**src/rtl/dds_key_ctrl.sv**
```systemverilog
// Four-key front end for the dual-channel AD9767 DDS generator.
// Each active-low push-button is synchronised and debounced on its own.
// Every accepted press steps one setting:
//   key 0 / key 1 : frequency index of channel 1 / 2 (eight-entry table)
//   key 2 / key 3 : phase word of channel 1 / 2 (PHASE_STEP per press)
module dds_key_ctrl #(
  parameter int DEBOUNCE_CYCLES = 1_000_000,
  parameter int PHASE_STEP      = 512
) (
  input  logic        Clk,
  input  logic        Reset,
  input  logic [3:0]  Key,
  output logic [31:0] Fword1,
  output logic [31:0] Fword2,
  output logic [11:0] Pword1,
  output logic [11:0] Pword2,
  output logic [3:0]  Key_Pulse
);

  localparam int CNT_W = (DEBOUNCE_CYCLES > 1) ? $clog2(DEBOUNCE_CYCLES) : 1;
  localparam logic [CNT_W-1:0] CNT_LAST = CNT_W'(DEBOUNCE_CYCLES - 1);
  localparam logic [11:0] PHASE_INC = 12'(PHASE_STEP);

  typedef enum logic [1:0] {
    IDLE    = 2'd0,
    FILT_DN = 2'd1,
    DOWN    = 2'd2,
    FILT_UP = 2'd3
  } deb_state_t;

  // Frequency words for 50 MHz / 2^32 scaling, 1 kHz up to 10 MHz.
  function automatic logic [31:0] freq_lut(input logic [2:0] idx);
    logic [31:0] word;
    case (idx)
      3'd0:    word = 32'd85899;
      3'd1:    word = 32'd858993;
      3'd2:    word = 32'd8589935;
      3'd3:    word = 32'd42949673;
      3'd4:    word = 32'd85899346;
      3'd5:    word = 32'd171798692;
      3'd6:    word = 32'd429496730;
      default: word = 32'd858993459;
    endcase
    return word;
  endfunction

  logic [3:0] sync_a;
  logic [3:0] sync_b;

  // Two-flop synchroniser for the asynchronous buttons, idling at "released".
  always_ff @(posedge Clk) begin
    if (Reset) begin
      sync_a <= 4'hF;
      sync_b <= 4'hF;
    end else begin
      sync_a <= Key;
      sync_b <= sync_a;
    end
  end

  genvar gi;
  for (gi = 0; gi < 4; gi++) begin : g_deb
    deb_state_t       state;
    deb_state_t       state_nxt;
    logic [CNT_W-1:0] cnt;
    logic [CNT_W-1:0] cnt_nxt;
    logic             pulse;
    logic             pulse_nxt;

    // Debounce state, filter counter and registered accept strobe.
    always_ff @(posedge Clk) begin
      if (Reset) begin
        state <= IDLE;
        cnt   <= '0;
        pulse <= 1'b0;
      end else begin
        state <= state_nxt;
        cnt   <= cnt_nxt;
        pulse <= pulse_nxt;
      end
    end

    // A level must persist for a full filter window before the state flips;
    // only the released-to-pressed acceptance produces a strobe.
    always_comb begin
      state_nxt = state;
      cnt_nxt   = cnt;
      pulse_nxt = 1'b0;
      case (state)
        IDLE: begin
          if (!sync_b[gi]) begin
            state_nxt = FILT_DN;
            cnt_nxt   = '0;
          end
        end
        FILT_DN: begin
          if (sync_b[gi]) begin
            state_nxt = IDLE;
            cnt_nxt   = '0;
          end else if (cnt == CNT_LAST) begin
            state_nxt = DOWN;
            cnt_nxt   = '0;
            pulse_nxt = 1'b1;
          end else begin
            cnt_nxt = cnt + CNT_W'(1);
          end
        end
        DOWN: begin
          if (sync_b[gi]) begin
            state_nxt = FILT_UP;
            cnt_nxt   = '0;
          end
        end
        FILT_UP: begin
          if (!sync_b[gi]) begin
            state_nxt = DOWN;
            cnt_nxt   = '0;
          end else if (cnt == CNT_LAST) begin
            state_nxt = IDLE;
            cnt_nxt   = '0;
          end else begin
            cnt_nxt = cnt + CNT_W'(1);
          end
        end
        default: begin
          state_nxt = IDLE;
          cnt_nxt   = '0;
        end
      endcase
    end

    assign Key_Pulse[gi] = pulse;
  end

  logic [2:0] idx1;
  logic [2:0] idx2;

  // Frequency index steps per strobe and wraps 7 -> 0; the word is loaded
  // from the table together with the new index so it stays registered.
  always_ff @(posedge Clk) begin
    if (Reset) begin
      idx1   <= 3'd0;
      idx2   <= 3'd0;
      Fword1 <= freq_lut(3'd0);
      Fword2 <= freq_lut(3'd0);
    end else begin
      if (Key_Pulse[0]) begin
        idx1   <= idx1 + 3'd1;
        Fword1 <= freq_lut(idx1 + 3'd1);
      end
      if (Key_Pulse[1]) begin
        idx2   <= idx2 + 3'd1;
        Fword2 <= freq_lut(idx2 + 3'd1);
      end
    end
  end

  // Phase words advance by PHASE_STEP per strobe, wrapping modulo 4096.
  always_ff @(posedge Clk) begin
    if (Reset) begin
      Pword1 <= 12'd0;
      Pword2 <= 12'd0;
    end else begin
      if (Key_Pulse[2]) Pword1 <= Pword1 + PHASE_INC;
      if (Key_Pulse[3]) Pword2 <= Pword2 + PHASE_INC;
    end
  end

endmodule

```
**config.mk**
```make
export PLATFORM = sky130hd
export DESIGN_NAME = dds_key_ctrl
export DESIGN_NICKNAME = d
export VERILOG_FILES = /design/src/rtl/dds_key_ctrl.sv
export SDC_FILE = /design/constraint.sdc
export NUM_CORES = 1
export LEC_CHECK = 0
export ABC_CLOCK_PERIOD_IN_PS = 5100
export CAP_MARGIN = 20
export CORE_MARGIN = 2
export CORE_UTILIZATION = 65
export CTS_CLUSTER_SIZE = 30
export DETAILED_ROUTE_END_ITERATION = 16
export DONT_BUFFER_PORTS = 1
export GPL_ROUTABILITY_DRIVEN = 0
export GPL_TIMING_DRIVEN = 1
export PLACE_DENSITY = 0.81
export SYNTH_ARGS = -nofsm -noshare
export SYNTH_HDL_FRONTEND = slang
export SYNTH_SLANG_ARGS = --single-unit
```
**constraint.sdc**
```tcl
create_clock -name Clk -period 5.1 [get_ports Clk]
set_input_delay 1.02 -clock Clk [delete_from_list [all_inputs] [get_ports Clk]]
set_output_delay 1.02 -clock Clk [all_outputs]
set_load 0.005 [all_outputs]
```
== Word-level counts from Yosys, hierarchy flattened ==
Index checks and enable logic that the tools add are counted.
Cells by class
  $add $sub $neg: 8
  bitwise operators: 4
  reductions and logical operators: 18
  equality and inequality tests: 44
  multiplexer cells: 58
Operator list (count)
  $pmux W30 S7: 2
  $mux W20: 20
  $pmux W20 S4: 4
  $add A20 B1 Y20 const B: 4
  $eq A20 B20 Y1 const B: 4
  $mux W2: 24
  $pmux W2 S4: 4
  $add A12 B10 Y12 const B: 2
  $ne A3 B3 Y1 const B: 8
  $eq A3 B3 Y1 const B: 6
  $eq A2 B2 Y1 const B: 8
  $ne A2 B2 Y1 const B: 8
  $reduce_and A4 Y1: 4
  $eq A3 B2 Y1 const B: 4
  $reduce_or A3 Y1: 4
  $eq A2 B1 Y1 const B: 4
  $logic_not A2 Y1: 4
  $reduce_and A2 Y1: 4
  $add A3 B1 Y3 const B: 2
  $eq A3 B1 Y1 const B: 2
  $logic_not A3 Y1: 2
  $mux W1: 4
  $not A1 Y1: 4
Word-level totals
  register bits: 194
  input bits: 6
  word-level logic and storage cells: 152

== Logic depth before layout (Yosys ltp) ==
  word-level depth: 4
  mapped depth: 8
  mapped depth without buffers: 6

== Least setup slack after synthesis ==
OpenSTA, ideal clock, no wires.
  path type: input-to-reg
  start: input port Reset
  end: register Fword1[10]
  setup slack: 2.724 ns
  data arrival time: 2.302 ns
  stages: 6
  cells stage by stage: clkbuf_1 > clkbuf_1 > clkbuf_1 > clkbuf_1 > a21oi_1 > o21ai_0
RTL lines
  start: declaration: RTL line 11  | input logic Reset,
  end signal: assignment: RTL line 144  | Fword1 <= freq_lut(3'd0);
  end signal: assignment: RTL line 149  | Fword1 <= freq_lut(idx1 + 3'd1);
  end: declaration: RTL line 13  | output logic [31:0] Fword1,

== Worst setup path in the final report ==
  start: register idx1[1]
  end: register Fword1[1]
On the way
  longest elaborated chain between the ends: 3
  elaborated cells between the ends (all ways): 9
  classes of those cells: add/sub (1); eq/ne (6); mux (1); reduce/logical (1)
RTL lines
  start: declaration: RTL line 135  | logic [2:0] idx1;
  start signal: assignment: RTL line 148  | idx1 <= idx1 + 3'd1;
  $add A3 B1 Y3 *: RTL line 149
  $eq A3 B3 Y1, or another cell as far along: RTL line 34  | case (idx)
  $pmux W30 S7 *: RTL line 34
Every way passes the cells marked *; elsewhere a longest branch is shown, timed or not.
A chain may end at the register's enable or synchronous reset.

==> results_dict.tcl <==
set metrics [dict create \
    status "completed" \
    synth-seq-cells 170 \
    dr.pass1.iters 7 \
    power_density_nw_per_um2 323 \
    crit_buf_inv 0 \
    yosysWarnings 0 \
    grt_pass1_vias 6148 \
    area_growth_pct 6.96 \
    nNetsFinal 943 \
    drt_iter0_drc 783 \
    slew_violations 0 \
    cap_violations 0 \
    cts_sinks 170 \
    cpPeakStageDelay_ns 0.66 \
    multi_input_area_um2 4210 \
    yosysUniqueCellTypes 68 \
    cts-root-buf "clkbuf_16" \
    wl_per_cell_um 16.9 \
    p_leak_nw 3.11 \
    hold_viol 0 \
    synthAdderAreaFrac_pct 4.06 \
    timing.critical_path.to_type "flop" \
    grtUsageTotal_pct 26.9 \
    ant_nets 0 \
    vias 6727 \
    worst-setup-path-type "reg -> reg" \
    clkTransAtPathRegs_ns 0.06 \
    fmax_ghz 0.381 \
    postCtsHoldBufs 0 \
    finalWorstSetupSlack_ns 2.48 \
    core_area_um2 12000 \
    overflow 0 \
    async_reset_ff_share_pct 0 \
    yosys-mux-area-fraction_pct 3.12 \
    required_ns 5.39 \
    grt_max_degree 107 \
    start_kind "flop" \
    min_period_ns 2.62 \
    h-tree-depth 4 \
    path_max_fanout 11 \
    initial_core_util_pct 66.8 \
    yosys-top-cells-area "dfxtp_1 42%, nor2_1 5.5%, ha_1 4.1%" \
    cpLargestDelayFamily "XOR/XNOR gates" \
    layout_common_cells "170 x dfxtp_1, 118 x nor2_1, 75 x nand2_1" \
    cp_slowest_cell "xnor2_1" \
    hold_slack_ns 0.414 \
    synth_top_family_by_area "simple AND/OR/NAND/NOR gates" \
    hold_path.class "reg -> reg" \
    die_h_um 115 \
    antenna_cells 0 \
    irDropWorstVdd_mv 0.307 \
    viasPerCell 6.28 \
    drcViolationCount 0 \
    slew-limit-headroom_pct 30.0 \
    wl_um 18100 \
    p_total_mw 2.77 \
    clockBufferDepth 2 \
    post_cts_buffers 0 \
    die_area_um2 13200 \
    die_x_um 115 \
    cts_buffers 17 \
    fp-row-count 40 \
    yosys.area.top_type "dfxtp_1" \
    drive_gt1_share_pct 6.71 \
    yosys.area_share.simple_pct 23.2 \
    nFillCells 884 \
    rsz0062_at_grt "no" \
    seq_area_frac_synth_pct 42.4 \
    arrival_ns 2.92 \
    synth_compound_area_share_pct 16.9 \
    register_area_um2 3400 \
    antenna_found_initial 0 \
    dp_slack_ns 2.53 \
    final.setup.tns_ns 0 \
    path_cells "ha_1, xnor2_1, a211oi_1, nor2_1, o2bb2ai_1, nand2_1" \
    synth-edff-count 0 \
    cts_resized 0 \
    grt_first_pass_wirelength_um 29000 \
    yosysTopAreaCellShare_pct 42.4 \
    setup_violations 0 \
    post-dp-hpwl_um 11900 \
    worstMarginPinSlew_ns 1.04 \
    cts_tree "done" \
    ys.flop_type "dfxtp_1" \
    fin_crit_sh_pct 51.4 \
    num_io_pins 98 \
    syn_area_um2 8020 \
    netlist_instances 931 \
    clock_latency_ns 0.42 \
    fin_skew_ns 0.00912 \
    layout_commonest_cell "dfxtp_1" \
    io_buffers 0 \
    synth-xor-area-share_pct 4.15 \
    syn_area_per_cell_um2 8.61 \
]
==> cell usage after synthesis (all sizes together), types with 19 or more instances <==
master / n
dfxtp: 170
nor2: 118
nand2: 76
a21oi: 57
o21ai: 44
nand3: 40
buf: 39
clkbuf: 28
a31oi: 26
ha: 26
mux2i: 25
nor3: 25
inv: 24
a211oi: 23
nand4: 19
xnor2: 19
xor2: 19
==> metal layers <==
layer	wire, um	share of wire [%]	track usage (%)	vias to the layer above
li1	-	-	-	3237
met1	7690	43	34.1	3194
met2	8780	49	43.6	258
met3	1200	6.6	8.01	38
met4	414	2.3	10.4	0
met5	0	0	0	-
==> state kept, by name (all words and copies together) (netlist names), 4 cells and up, named ones only <==
| register | cells |
|---|---|
| g_deb.state | 4 |
| sync_a | 4 |
| g_deb.cnt | 80 |
| sync_b | 4 |
| g_deb.pulse | 4 |
| Fword1 | 29 |
| Fword2 | 29 |
==> worst reg2reg max path, cell delays in order, from the launching register on <==
cell and delay (ns):
dfxtp_1 0.42, ha_1 0.29, xnor2_1 0.66, a211oi_1 0.33, nor2_1 0.55, o2bb2ai_1 0.19, nand2_1 0.06
==> cell families after synthesis <==
kind of cell	after synthesis
AO/OA/AOI/OAI	209
AND/OR/NAND/NOR	370
XOR/XNOR	38
buffers and inverters	92
flip-flops	170
other	1
adder cells (fa/ha/maj)	26
multiplexers	25
==> layout make-up <==
type                    count  area share (%)
multi-input cells         692            49.1
repair buffers              5           0.525
well taps                 147            2.14
clock inverters            11            1.95
inverters                  25            1.09
flip-flops and latches    170            39.7
clock buffers              21            5.49
==> path summary, 6_finish.rpt <==
kind / start / slack (ns) / cells after the start / end
setup reg to reg: idx1[1] / 2.48 / 6 / Fword1[1]
setup / recovery: idx1[1] / 2.48 / 6 / Fword1[1]
hold reg to reg: sync_a[2] / 0.41 / 1 / sync_b[2]
hold / removal: sync_a[2] / 0.41 / 1 / sync_b[2]
==> metrics by stage <==
step / cells / instance area (um^2) / util, %
6_report: 1071 / 8580 / 71.4
5_1_grt: 1071 / 8580 / 71.4
4_1_cts: 1070 / 8570 / 71.3
3_5_place_dp: 1038 / 7930 / 66.0
3_3_place_gp: 1037 / 7920 / 65.9
2_1_floorplan: 954 / 8110 / -
==> where the power goes <==
group          switching [mW]  internal [mW]
Sequential            0.00601           1.33
Combinational          0.0416         0.0166
Clock                   0.516          0.858
(Power assumes the default switching activity.)
